### config.mk
export PLATFORM = sky130hd
export DESIGN_NAME = opora_loader
export DESIGN_NICKNAME = d
export VERILOG_FILES = /design/src/rtl/opora_pkg.sv /design/src/rtl/opora_buf_ram.sv /design/src/rtl/opora_loader.sv
export SDC_FILE = /design/constraint.sdc
export NUM_CORES = 2
export LEC_CHECK = 0
export CORE_ASPECT_RATIO = 1.75
export CORE_MARGIN = 2
export CORE_UTILIZATION = 50
export DETAILED_ROUTE_END_ITERATION = 12
export HOLD_SLACK_MARGIN = 0.06
export PLACE_DENSITY_LB_ADDON = 0.25
export SETUP_SLACK_MARGIN = 0.4
export SLEW_MARGIN = 30
export SYNTH_ARGS = -nofsm -noshare
export SYNTH_HDL_FRONTEND = slang
export SYNTH_HIERARCHICAL = 1
export SYNTH_SLANG_ARGS = --single-unit
### constraint.sdc
create_clock -name clke -period 6.01 [get_ports clke]
set_input_delay 0.601 -clock clke [delete_from_list [all_inputs] [get_ports clke]]
set_output_delay 0.601 -clock clke [all_outputs]
set_load 0.1 [all_outputs]
### src/rtl/opora_pkg.sv
`default_nettype none
// ============================================================================
// Module      : opora_pkg
// Description : Shared definitions for the opora (reference coefficient)
//               upload path: coefficient count agreed with the convolution
//               block, header magic, loader FSM state encoding and the
//               err_code values reported on a rejected packet.
// Revision    : 1.0 - initial release
// ============================================================================
package opora_pkg;

    // Coefficients per upload; the convolution block wraps its coefficient
    // counter at this value, so both sides must use this same constant.
    localparam int          NUM_OPORA     = 100;
    localparam logic [15:0] MAGIC_DEFAULT = 16'h4F50;
    localparam int          GAP_DEFAULT   = 0;

    localparam logic [2:0]  c_ERR_NONE  = 3'd0;
    localparam logic [2:0]  c_ERR_MAGIC = 3'd1;
    localparam logic [2:0]  c_ERR_COUNT = 3'd2;
    localparam logic [2:0]  c_ERR_SHORT = 3'd3;
    localparam logic [2:0]  c_ERR_LONG  = 3'd4;
    localparam logic [2:0]  c_ERR_CSUM  = 3'd5;
    localparam logic [2:0]  c_ERR_BUSY  = 3'd6;

    typedef enum logic [2:0] {
        S_IDLE   = 3'd0,
        S_HDR    = 3'd1,
        S_DATA   = 3'd2,
        S_CSUM   = 3'd3,
        S_CHECK  = 3'd4,
        S_REPLAY = 3'd5,
        S_DROP   = 3'd6
    } state_t;

endpackage
`default_nettype wire

### src/rtl/opora_buf_ram.sv
`default_nettype none
// ============================================================================
// Module      : opora_buf_ram
// Description : DEPTH x DW simple dual-port coefficient buffer. Write port is
//               fed while a packet is being received, the registered read
//               port drives the replay burst. The read register is reset so
//               the coefficient output is 0 out of reset.
// Ports       : clke     - clock
//               rst      - asynchronous active-high reset (read register only)
//               i_we     - write enable
//               i_waddr  - write address
//               i_wdata  - write data
//               i_re     - read enable; o_rdata updates on the next edge
//               i_raddr  - read address
//               o_rdata  - registered read data, held when i_re is low
// Revision    : 1.0 - initial release
// ============================================================================
module opora_buf_ram
    import opora_pkg::*;
#(
    parameter int DEPTH = NUM_OPORA,
    parameter int AW    = $clog2(DEPTH),
    parameter int DW    = 16
)(
    input  logic          clke,
    input  logic          rst,
    input  logic          i_we,
    input  logic [AW-1:0] i_waddr,
    input  logic [DW-1:0] i_wdata,
    input  logic          i_re,
    input  logic [AW-1:0] i_raddr,
    output logic [DW-1:0] o_rdata
);

    logic [DW-1:0] r_mem [DEPTH];
    logic [DW-1:0] r_rdata;

    always_ff @(posedge clke) begin
        if (i_we) begin
            r_mem[i_waddr] <= i_wdata;
        end
    end

    always_ff @(posedge clke or posedge rst) begin
        if (rst) begin
            r_rdata <= '0;
        end else if (i_re) begin
            r_rdata <= r_mem[i_raddr];
        end
    end

    assign o_rdata = r_rdata;

endmodule
`default_nettype wire

### src/rtl/opora_loader.sv
`default_nettype none
// ============================================================================
// Module      : opora_loader
// Description : Receives the opora coefficient upload from the Ethernet
//               payload byte stream, checks magic, count, length and
//               checksum, buffers the coefficients and, only for a fully
//               valid packet, replays them as one opora_en/OPORA burst.
// Ports       : clke          - Ethernet-side clock
//               rst           - asynchronous active-high reset
//               i_rx_data     - payload byte
//               i_rx_valid    - byte valid
//               i_rx_sop      - first byte of packet (qualified by valid)
//               i_rx_eop      - last byte of packet (qualified by valid)
//               o_opora_en    - coefficient strobe
//               o_opora       - coefficient value, valid with o_opora_en
//               o_busy        - packet in progress or replay running
//               o_load_done   - pulse with the last strobe of a burst
//               o_err         - pulse on a rejected packet
//               o_err_code    - cause of the last rejection, held
// Revision    : 1.0 - initial release
// ============================================================================
module opora_loader
    import opora_pkg::*;
#(
    parameter int          NUM_OPORA = opora_pkg::NUM_OPORA,
    parameter logic [15:0] MAGIC     = MAGIC_DEFAULT,
    parameter int          GAP       = GAP_DEFAULT
)(
    input  logic        clke,
    input  logic        rst,
    input  logic [7:0]  i_rx_data,
    input  logic        i_rx_valid,
    input  logic        i_rx_sop,
    input  logic        i_rx_eop,
    output logic        o_opora_en,
    output logic [15:0] o_opora,
    output logic        o_busy,
    output logic        o_load_done,
    output logic        o_err,
    output logic [2:0]  o_err_code
);

    localparam int IW = (NUM_OPORA > 1) ? $clog2(NUM_OPORA) : 1;
    localparam int GW = (GAP > 0) ? $clog2(GAP + 1) : 1;

    localparam logic [IW-1:0] c_LAST_IDX   = IW'(NUM_OPORA - 1);
    localparam logic [7:0]    c_COUNT_BYTE = 8'(NUM_OPORA);
    localparam logic [GW-1:0] c_GAP        = GW'(GAP);

    state_t          r_state,   w_state_nxt;
    logic [IW-1:0]   r_idx,     w_idx_nxt;
    logic            r_hdr_sel, w_hdr_sel_nxt;   // 0: magic low byte next, 1: count byte next
    logic            r_phase,   w_phase_nxt;     // 0: high byte next, 1: low byte next
    logic [7:0]      r_hi,      w_hi_nxt;
    logic [15:0]     r_sum,     w_sum_nxt;
    logic [15:0]     r_csum,    w_csum_nxt;
    logic [GW-1:0]   r_gap,     w_gap_nxt;

    logic            r_opora_en;
    logic            r_load_done;
    logic            r_err;
    logic [2:0]      r_err_code;

    logic            w_err;
    logic [2:0]      w_err_code;
    logic            w_we;
    logic            w_re;
    logic            w_last;

    logic            w_sop;
    logic            w_eop;
    logic            w_rx_state;
    logic            w_hdr_bad;
    logic [15:0]     w_word;

    assign w_sop  = i_rx_valid & i_rx_sop;
    assign w_eop  = i_rx_valid & i_rx_eop;
    assign w_word = {r_hi, i_rx_data};

    // States in which a sop starts a fresh packet. CHECK ignores input and
    // REPLAY rejects new packets with a busy error instead.
    assign w_rx_state = (r_state != S_CHECK) && (r_state != S_REPLAY);

    assign w_hdr_bad = r_hdr_sel ? (i_rx_data != c_COUNT_BYTE)
                                 : (i_rx_data != MAGIC[7:0]);

    // ------------------------------------------------------------------
    // State and datapath registers
    // ------------------------------------------------------------------
    always_ff @(posedge clke or posedge rst) begin
        if (rst) begin
            r_state     <= S_IDLE;
            r_idx       <= '0;
            r_hdr_sel   <= 1'b0;
            r_phase     <= 1'b0;
            r_hi        <= '0;
            r_sum       <= '0;
            r_csum      <= '0;
            r_gap       <= '0;
            r_opora_en  <= 1'b0;
            r_load_done <= 1'b0;
            r_err       <= 1'b0;
            r_err_code  <= c_ERR_NONE;
        end else begin
            r_state     <= w_state_nxt;
            r_idx       <= w_idx_nxt;
            r_hdr_sel   <= w_hdr_sel_nxt;
            r_phase     <= w_phase_nxt;
            r_hi        <= w_hi_nxt;
            r_sum       <= w_sum_nxt;
            r_csum      <= w_csum_nxt;
            r_gap       <= w_gap_nxt;
            // The buffer read register presents the word on the same edge
            // that raises the strobe.
            r_opora_en  <= w_re;
            r_load_done <= w_re & w_last;
            r_err       <= w_err;
            if (w_err) begin
                r_err_code <= w_err_code;
            end
        end
    end

    // ------------------------------------------------------------------
    // Next-state and control
    // ------------------------------------------------------------------
    always_comb begin
        w_state_nxt   = r_state;
        w_idx_nxt     = r_idx;
        w_hdr_sel_nxt = r_hdr_sel;
        w_phase_nxt   = r_phase;
        w_hi_nxt      = r_hi;
        w_sum_nxt     = r_sum;
        w_csum_nxt    = r_csum;
        w_gap_nxt     = r_gap;
        w_err         = 1'b0;
        w_err_code    = c_ERR_NONE;
        w_we          = 1'b0;
        w_re          = 1'b0;
        w_last        = 1'b0;

        if (w_sop && w_rx_state) begin
            // A sop always restarts reception; the sop byte is magic high.
            w_idx_nxt     = '0;
            w_sum_nxt     = '0;
            w_phase_nxt   = 1'b0;
            w_hdr_sel_nxt = 1'b0;
            if (i_rx_data != MAGIC[15:8]) begin
                w_err       = 1'b1;
                w_err_code  = c_ERR_MAGIC;
                w_state_nxt = i_rx_eop ? S_IDLE : S_DROP;
            end else if (i_rx_eop) begin
                w_err       = 1'b1;
                w_err_code  = c_ERR_SHORT;
                w_state_nxt = S_IDLE;
            end else begin
                w_state_nxt = S_HDR;
            end
        end else begin
            case (r_state)
                S_HDR: begin
                    if (i_rx_valid) begin
                        if (w_hdr_bad) begin
                            w_err       = 1'b1;
                            w_err_code  = r_hdr_sel ? c_ERR_COUNT : c_ERR_MAGIC;
                            w_state_nxt = i_rx_eop ? S_IDLE : S_DROP;
                        end else if (i_rx_eop) begin
                            w_err       = 1'b1;
                            w_err_code  = c_ERR_SHORT;
                            w_state_nxt = S_IDLE;
                        end else if (!r_hdr_sel) begin
                            w_hdr_sel_nxt = 1'b1;
                        end else begin
                            w_state_nxt = S_DATA;
                        end
                    end
                end

                S_DATA: begin
                    if (i_rx_valid) begin
                        if (i_rx_eop) begin
                            w_err       = 1'b1;
                            w_err_code  = c_ERR_SHORT;
                            w_state_nxt = S_IDLE;
                        end else if (!r_phase) begin
                            w_hi_nxt    = i_rx_data;
                            w_phase_nxt = 1'b1;
                        end else begin
                            w_we        = 1'b1;
                            w_sum_nxt   = r_sum + w_word;
                            w_phase_nxt = 1'b0;
                            if (r_idx == c_LAST_IDX) begin
                                w_idx_nxt   = '0;
                                w_state_nxt = S_CSUM;
                            end else begin
                                w_idx_nxt = r_idx + 1'b1;
                            end
                        end
                    end
                end

                S_CSUM: begin
                    if (i_rx_valid) begin
                        if (!r_phase) begin
                            if (i_rx_eop) begin
                                w_err       = 1'b1;
                                w_err_code  = c_ERR_SHORT;
                                w_state_nxt = S_IDLE;
                            end else begin
                                w_hi_nxt    = i_rx_data;
                                w_phase_nxt = 1'b1;
                            end
                        end else begin
                            w_csum_nxt  = w_word;
                            w_phase_nxt = 1'b0;
                            if (i_rx_eop) begin
                                w_state_nxt = S_CHECK;
                            end else begin
                                w_err       = 1'b1;
                                w_err_code  = c_ERR_LONG;
                                w_state_nxt = S_DROP;
                            end
                        end
                    end
                end

                S_CHECK: begin
                    if (r_sum == r_csum) begin
                        w_idx_nxt   = '0;
                        w_gap_nxt   = '0;
                        w_state_nxt = S_REPLAY;
                    end else begin
                        w_err       = 1'b1;
                        w_err_code  = c_ERR_CSUM;
                        w_state_nxt = S_IDLE;
                    end
                end

                S_REPLAY: begin
                    if (w_sop) begin
                        w_err      = 1'b1;
                        w_err_code = c_ERR_BUSY;
                    end
                    if (r_gap == '0) begin
                        w_re      = 1'b1;
                        w_gap_nxt = c_GAP;
                        if (r_idx == c_LAST_IDX) begin
                            w_last      = 1'b1;
                            w_idx_nxt   = '0;
                            w_state_nxt = S_IDLE;
                        end else begin
                            w_idx_nxt = r_idx + 1'b1;
                        end
                    end else begin
                        w_gap_nxt = r_gap - 1'b1;
                    end
                end

                S_DROP: begin
                    if (w_eop) begin
                        w_state_nxt = S_IDLE;
                    end
                end

                default: begin
                    // S_IDLE: only a sop (handled above) leaves idle.
                end
            endcase
        end
    end

    opora_buf_ram #(
        .DEPTH (NUM_OPORA),
        .AW    (IW),
        .DW    (16)
    ) u_buf (
        .clke    (clke),
        .rst     (rst),
        .i_we    (w_we),
        .i_waddr (r_idx),
        .i_wdata (w_word),
        .i_re    (w_re),
        .i_raddr (r_idx),
        .o_rdata (o_opora)
    );

    assign o_opora_en  = r_opora_en;
    assign o_busy      = (r_state != S_IDLE);
    assign o_load_done = r_load_done;
    assign o_err       = r_err;
    assign o_err_code  = r_err_code;

endmodule
`default_nettype wire

Yosys cells after proc, flatten, opt, wreduce, memory -nomap -nowiden
Memories as Yosys holds them, arrays and structs flattened. A register that Yosys moved wholly into a read port is not among the register bits.
Index checks and enable logic that the tools add are counted.
Word-level totals
  bits in writable memories: 1600
  memories: 1
  flip-flop bits (word level): 59
  logic and storage cells: 171
  output and inout bits: 23
  bits of input ports: 13
Memory list
  u_buf.r_mem: depth 100, width 16, rd ports 1, clocked after memory_dff 1, wr ports 1, RTL line opora_buf_ram.sv:35  | logic [DW-1:0] r_mem [DEPTH];
Cells by class
  multiplexer cells: 96
  bitwise gates (word level): 4
  reduce and logical (&&, ||, !) cells: 20
  add/sub/neg operators: 3
  eq/ne operators: 35
Operators by type and width (count)
  2-to-1 mux 16 bit: 5
  2-to-1 mux 3 bit: 24
  2-to-1 mux 7 bit: 7
  2-to-1 mux 8 bit: 6
  2-to-1 mux 1 bit: 40
  inequality test 3 bit, second input constant: 11
  inequality test 8 x 7 -> 1 bit, second input constant: 3
  case mux 7 bit (3 select lines): 1
  case mux 3 bit (6 select lines): 1
  adder 16 bit: 1
  == test 16 bit: 1
  case mux 8 bit (2 select lines): 1
  AND reduction 4 bit: 4
  case mux 3 bit (5 select lines): 1
  2-to-1 mux 2 bit: 7
  inequality test 2 bit, second input constant: 7
  inequality test 4 bit, second input constant: 3
  nonzero test 2 bit: 6
  AND reduction 11 bit: 1
  == test 3 bit, second input constant: 3
  AND reduction 8 bit: 1
  adder 7 x 1 -> 7 bit, second input constant: 1
  == test 7 bit, second input constant: 1
  nonzero test 7 bit: 1
  other kinds (14): 21

Longest topological paths before layout
  word-level depth: 7
  mapped depth: 12
  mapped depth without buffers: 10

Hierarchy
Netlist, hierarchy kept.
By module, submodules not included
  opora_buf_ram: sequential area each 48446.5 um^2, area each 62446.1 um^2, cells an instance 2762, instances 1
  opora_loader: sequential area each 1451.4 um^2, area each 3976.3 um^2, cells an instance 435, instances 1

Least setup slack after synthesis
Ideal clock, no wire load.
  kind: flip-flop to flip-flop
  start: register r_state[1]
  end: memory u_buf.r_mem[72][0] (enable)
  stages on the path, launching flop included: 11
  slack: 2.223 ns
  required time: 5.601 ns
  buffers on the path: 3
  arrival: 3.377 ns
  library setup time: 0.409 ns
  path through: dfrtp_1 -> inv_1 -> ha_1 -> and3b_1 -> clkbuf_1 -> clkbuf_1 -> nor4b_1 -> clkbuf_1 -> nor2b_1 -> nand3_1 -> nor3_1
On the way
  cells in the longest elaborated chain, start to end: 6
RTL lines
  start: declaration: RTL line opora_loader.sv:50  | state_t r_state, w_state_nxt;
  start signal: assignment: RTL line opora_loader.sv:105  | r_state <= w_state_nxt;
  inequality test 3 bit: RTL line opora_loader.sv:82  | assign w_rx_state = (r_state != S_CHECK) && (r_state != S_REPLAY);
  logical AND 1 bit: RTL line opora_loader.sv:82
  logical AND 1 bit: RTL line opora_loader.sv:142  | if (w_sop && w_rx_state) begin
  2-to-1 mux 1 bit *: RTL line opora_loader.sv:142
  net w_we: RTL line opora_loader.sv:66  | logic w_we;
  2-to-1 mux 1 bit *: RTL line opora_buf_ram.sv:39  | if (i_we) begin
  2-to-1 mux 1 bit (implied by the code) *: RTL line opora_buf_ram.sv:40  | r_mem[i_waddr] <= i_wdata;
  end: declaration: RTL line opora_buf_ram.sv:35
The timed path passes the listed nets; every way through them passes the cells marked *.

==> flow_summary.toml <==
[synth]
synth_seq_area_share = 0.751
syn_nets = 3232
synthArstFlopShare = 0.0442
synth_enable_flop_cells = 1600
synth_area_sq_um = 66400
synthFlopType = "edfxtp_1"
avgSynthCellArea_sq_um = 20.8
ys_warn_count = 6
ys_types = 78
synth_cells = 3197
ys_ff_latch = 1674

[grt]
grt.met2_usage = 0.454
grt_pass1_vias = 34200
grt_util_met3 = 0.0342
grtUsageTotal = 0.253
grt_max_degree = 105
antenna_found_initial = 5
grt-busiest-layer = "met2"
grt_overflow = 0
grt_pass1_wl_um = 244000
grt_util_met1 = 0.299

[sta]
period_minus_slack_ns = 4.24
tns_ns = 0
period_share = 0.705
hold_violations = 0
rsz0062_at_grt = "false"
finalClockSkew_ns = 0.0317
max_freq_ghz = 0.236
setup_viol = 0
slew_headroom = 0.258
worst-slew-pin-transition_ns = 1.11
finalMaxSlewViolations = 0

[setup_path]
rr_worst_depth = 6
critPathLaunchType = "flip-flop"
cp.required_ns = 6.63
endpoint_kind = "flip-flop"
r2r_slack_ns = 1.77
worstPathMaxFanout = 31
rr_endpoint = "u_buf/o_rdata[13]"
crit_type = "reg -> reg"
r2r_start = "r_idx[0]"
arrival_ns = 4.86

[detailed_routing]
drc_errors = 0
initialDrtViolationCount = 3650
firstDrtPassIters = 7
wirelength_um = 169000
antenna_left = 0
wire_per_inst_um = 32.5
vias = 32900
drt-vias-per-instance = 6.32

[layout]
layout_commonest_cell = "edfxtp_1"
drive_above_1_share = 0.251
fin_cells = 5206
area_growth_pct = 11.5
fin_area_sq_um = 74100
final_cell_mix = "edfxtp_1 (1600), mux4_2 (397), buf_4 (171)"
finalNetCount = 3425

[worst_hold_path]
min_path_cells = 1
hold_end = "u_buf/r_mem[95][7]"
worstHoldStart = "i_rx_data[7]"
min_path_type = "in -> reg"

[power_and_ir_drop]
power_density_nw_per_um2 = 436
leakage_uw = 0.0234
vdd_drop_max_mv = 0.298

[cts]
clock_sinks = 1674
cts_buffer_depth = 3
path_clk_slew_ns = 0.07
ctsResizeCount = 0
holdBufCountCts = 0
numCtsBuffers = 145
clk_latency_ns = 0.79
htree_levels = 4
cts_root_buf = "clkbuf_16"
cts_tree = "yes"
post_cts.repair.setup_buffers = 0

[job]
cap_violations = 0

[die]
ioPinCount = 36
coreArea_sq_um = 132000
initial_core_util = 0.502
die_area_sq_um = 136000
die_y_um = 486
rows = 177
chipWidth_um = 280

[placed_design]
portBuffers = 35
place.gp.congestion = 0.869
dp.cells = 4942
placed_area_sq_um = 69300
dp_hpwl_um = 107000

[outcome]
status = "complete, no violations"
==> cell usage after synthesis, drive strengths merged (5+ instances only) <==
master / count / area share
edfxtp: 1600 / 0.72
mux4: 397 / 0.13
mux2i: 150 / 0.023
nor2: 145 / 0.0082
buf: 95 / 0.011
a21oi: 82 / 0.0062
dfrtp: 74 / 0.028
clkbuf: 68 / 0.0038
nand2: 64 / 0.0036
nor2b: 54 / 0.0051
a211oi: 47 / 0.0055
o21ai: 40 / 0.0030
mux2: 37 / 0.0063
a22oi: 29 / 0.0033
nand3: 28 / 0.0021
inv: 22 / 0.0012
ha: 21 / 0.0040
nand2b: 21 / 0.0020
nor3: 21 / 0.0016
o211ai: 21 / 0.0024
nand4: 20 / 0.0019
xor2: 16 / 0.0021
a221oi: 15 / 0.0022
a2111oi: 13 / 0.0019
nor4: 10 / 0.0010
or3: 10 / 0.0010
and2: 8 / 0.00075
o22ai: 8 / 0.00075
a31oi: 7 / 0.00066
nand3b: 7 / 0.00098
a31o: 5 / 0.00066
o21a: 5 / 0.00057
==> logic make-up after synthesis <==
kind of cell	after synthesis	share of synthesized area
xor+xnor	20	0.00264
mux	584	0.163
flops	1674	0.751
simple gates	406	0.0303
fa+ha+maj	22	0.00426
compound gates	305	0.0315
buf+inv	186	0.0166
==> critical path, cell delays in order (launching register included) <==
cell      delay, ns
dfrtp_4        0.82
buf_4          0.61
mux4_2         0.57
a211oi_1       0.90
a21oi_1        0.20
o211ai_1       0.75
nand4_1        0.16
==> power breakdown <==
part	internal, uW	total (uW)	switching, uW
Clock	5130	9280	4150
Combinational	3290	8450	5160
Sequential	13800	14500	761
Total	22200	32300	10100
==> layer usage <==
metal	share of wire	routed length, um
met1	0.35	59200
met2	0.54	91700
met3	0.053	9020
met5	0.000077	13
met4	0.054	9200
==> how the worst max path moves through the flow <==
| stage | from | to | slack [ns] | depth (start not counted) |
|---|---|---|---|---|
| 3_5_place_dp | i_rx_valid | u_buf/o_rdata[8] | 1.63 | 11 |
| 2_1_floorplan | r_state[1] | u_buf/r_mem[72][0] | 2.22 | 10 |
| 3_3_place_gp | r_idx[2] | u_buf/o_rdata[2] | 1.47 | 5 |
| 5_1_grt | r_idx[0] | u_buf/o_rdata[6] | 1.62 | 8 |
| 6_report | r_idx[0] | u_buf/o_rdata[13] | 1.77 | 6 |
| 4_1_cts | r_idx[0] | u_buf/o_rdata[6] | 1.77 | 8 |
==> state kept, by name (all words and copies together), names as in the netlist <==
name	flops
o_err	1
o_err_code	3
o_load_done	1
o_opora_en	1
r_csum	16
r_hdr_sel	1
r_hi	8
r_idx	7
r_phase	1
r_state	3
r_sum	16
u_buf/o_rdata	16
u_buf/r_mem	1600
==> area by class of cell <==
class	instances	area (sq um)
tap	1700	2130
timing repair buffer	209	1730
clock inverter	79	815
multi-input combinational	1337	15500
antenna	2	5.00
inverter	23	86.3
clock buffer	182	3870
sequential	1674	49900
fill	9838	58400
==> per-stage QoR <==
stage | total power, uW | utilization | hold slack [ns] | worst slack, ns
global placement | 23200 | 0.523 | 0.518 | 1.47
global route | 33300 | 0.559 | 0.162 | 1.62
detailed placement | 23300 | 0.524 | 0.516 | 1.63
floorplan | 20300 | - | 0.501 | 2.22
CTS | 32500 | 0.559 | 0.150 | 1.77
finish | 32300 | 0.559 | 0.188 | 1.77
Note: power is estimated with default switching activity, not from simulation.
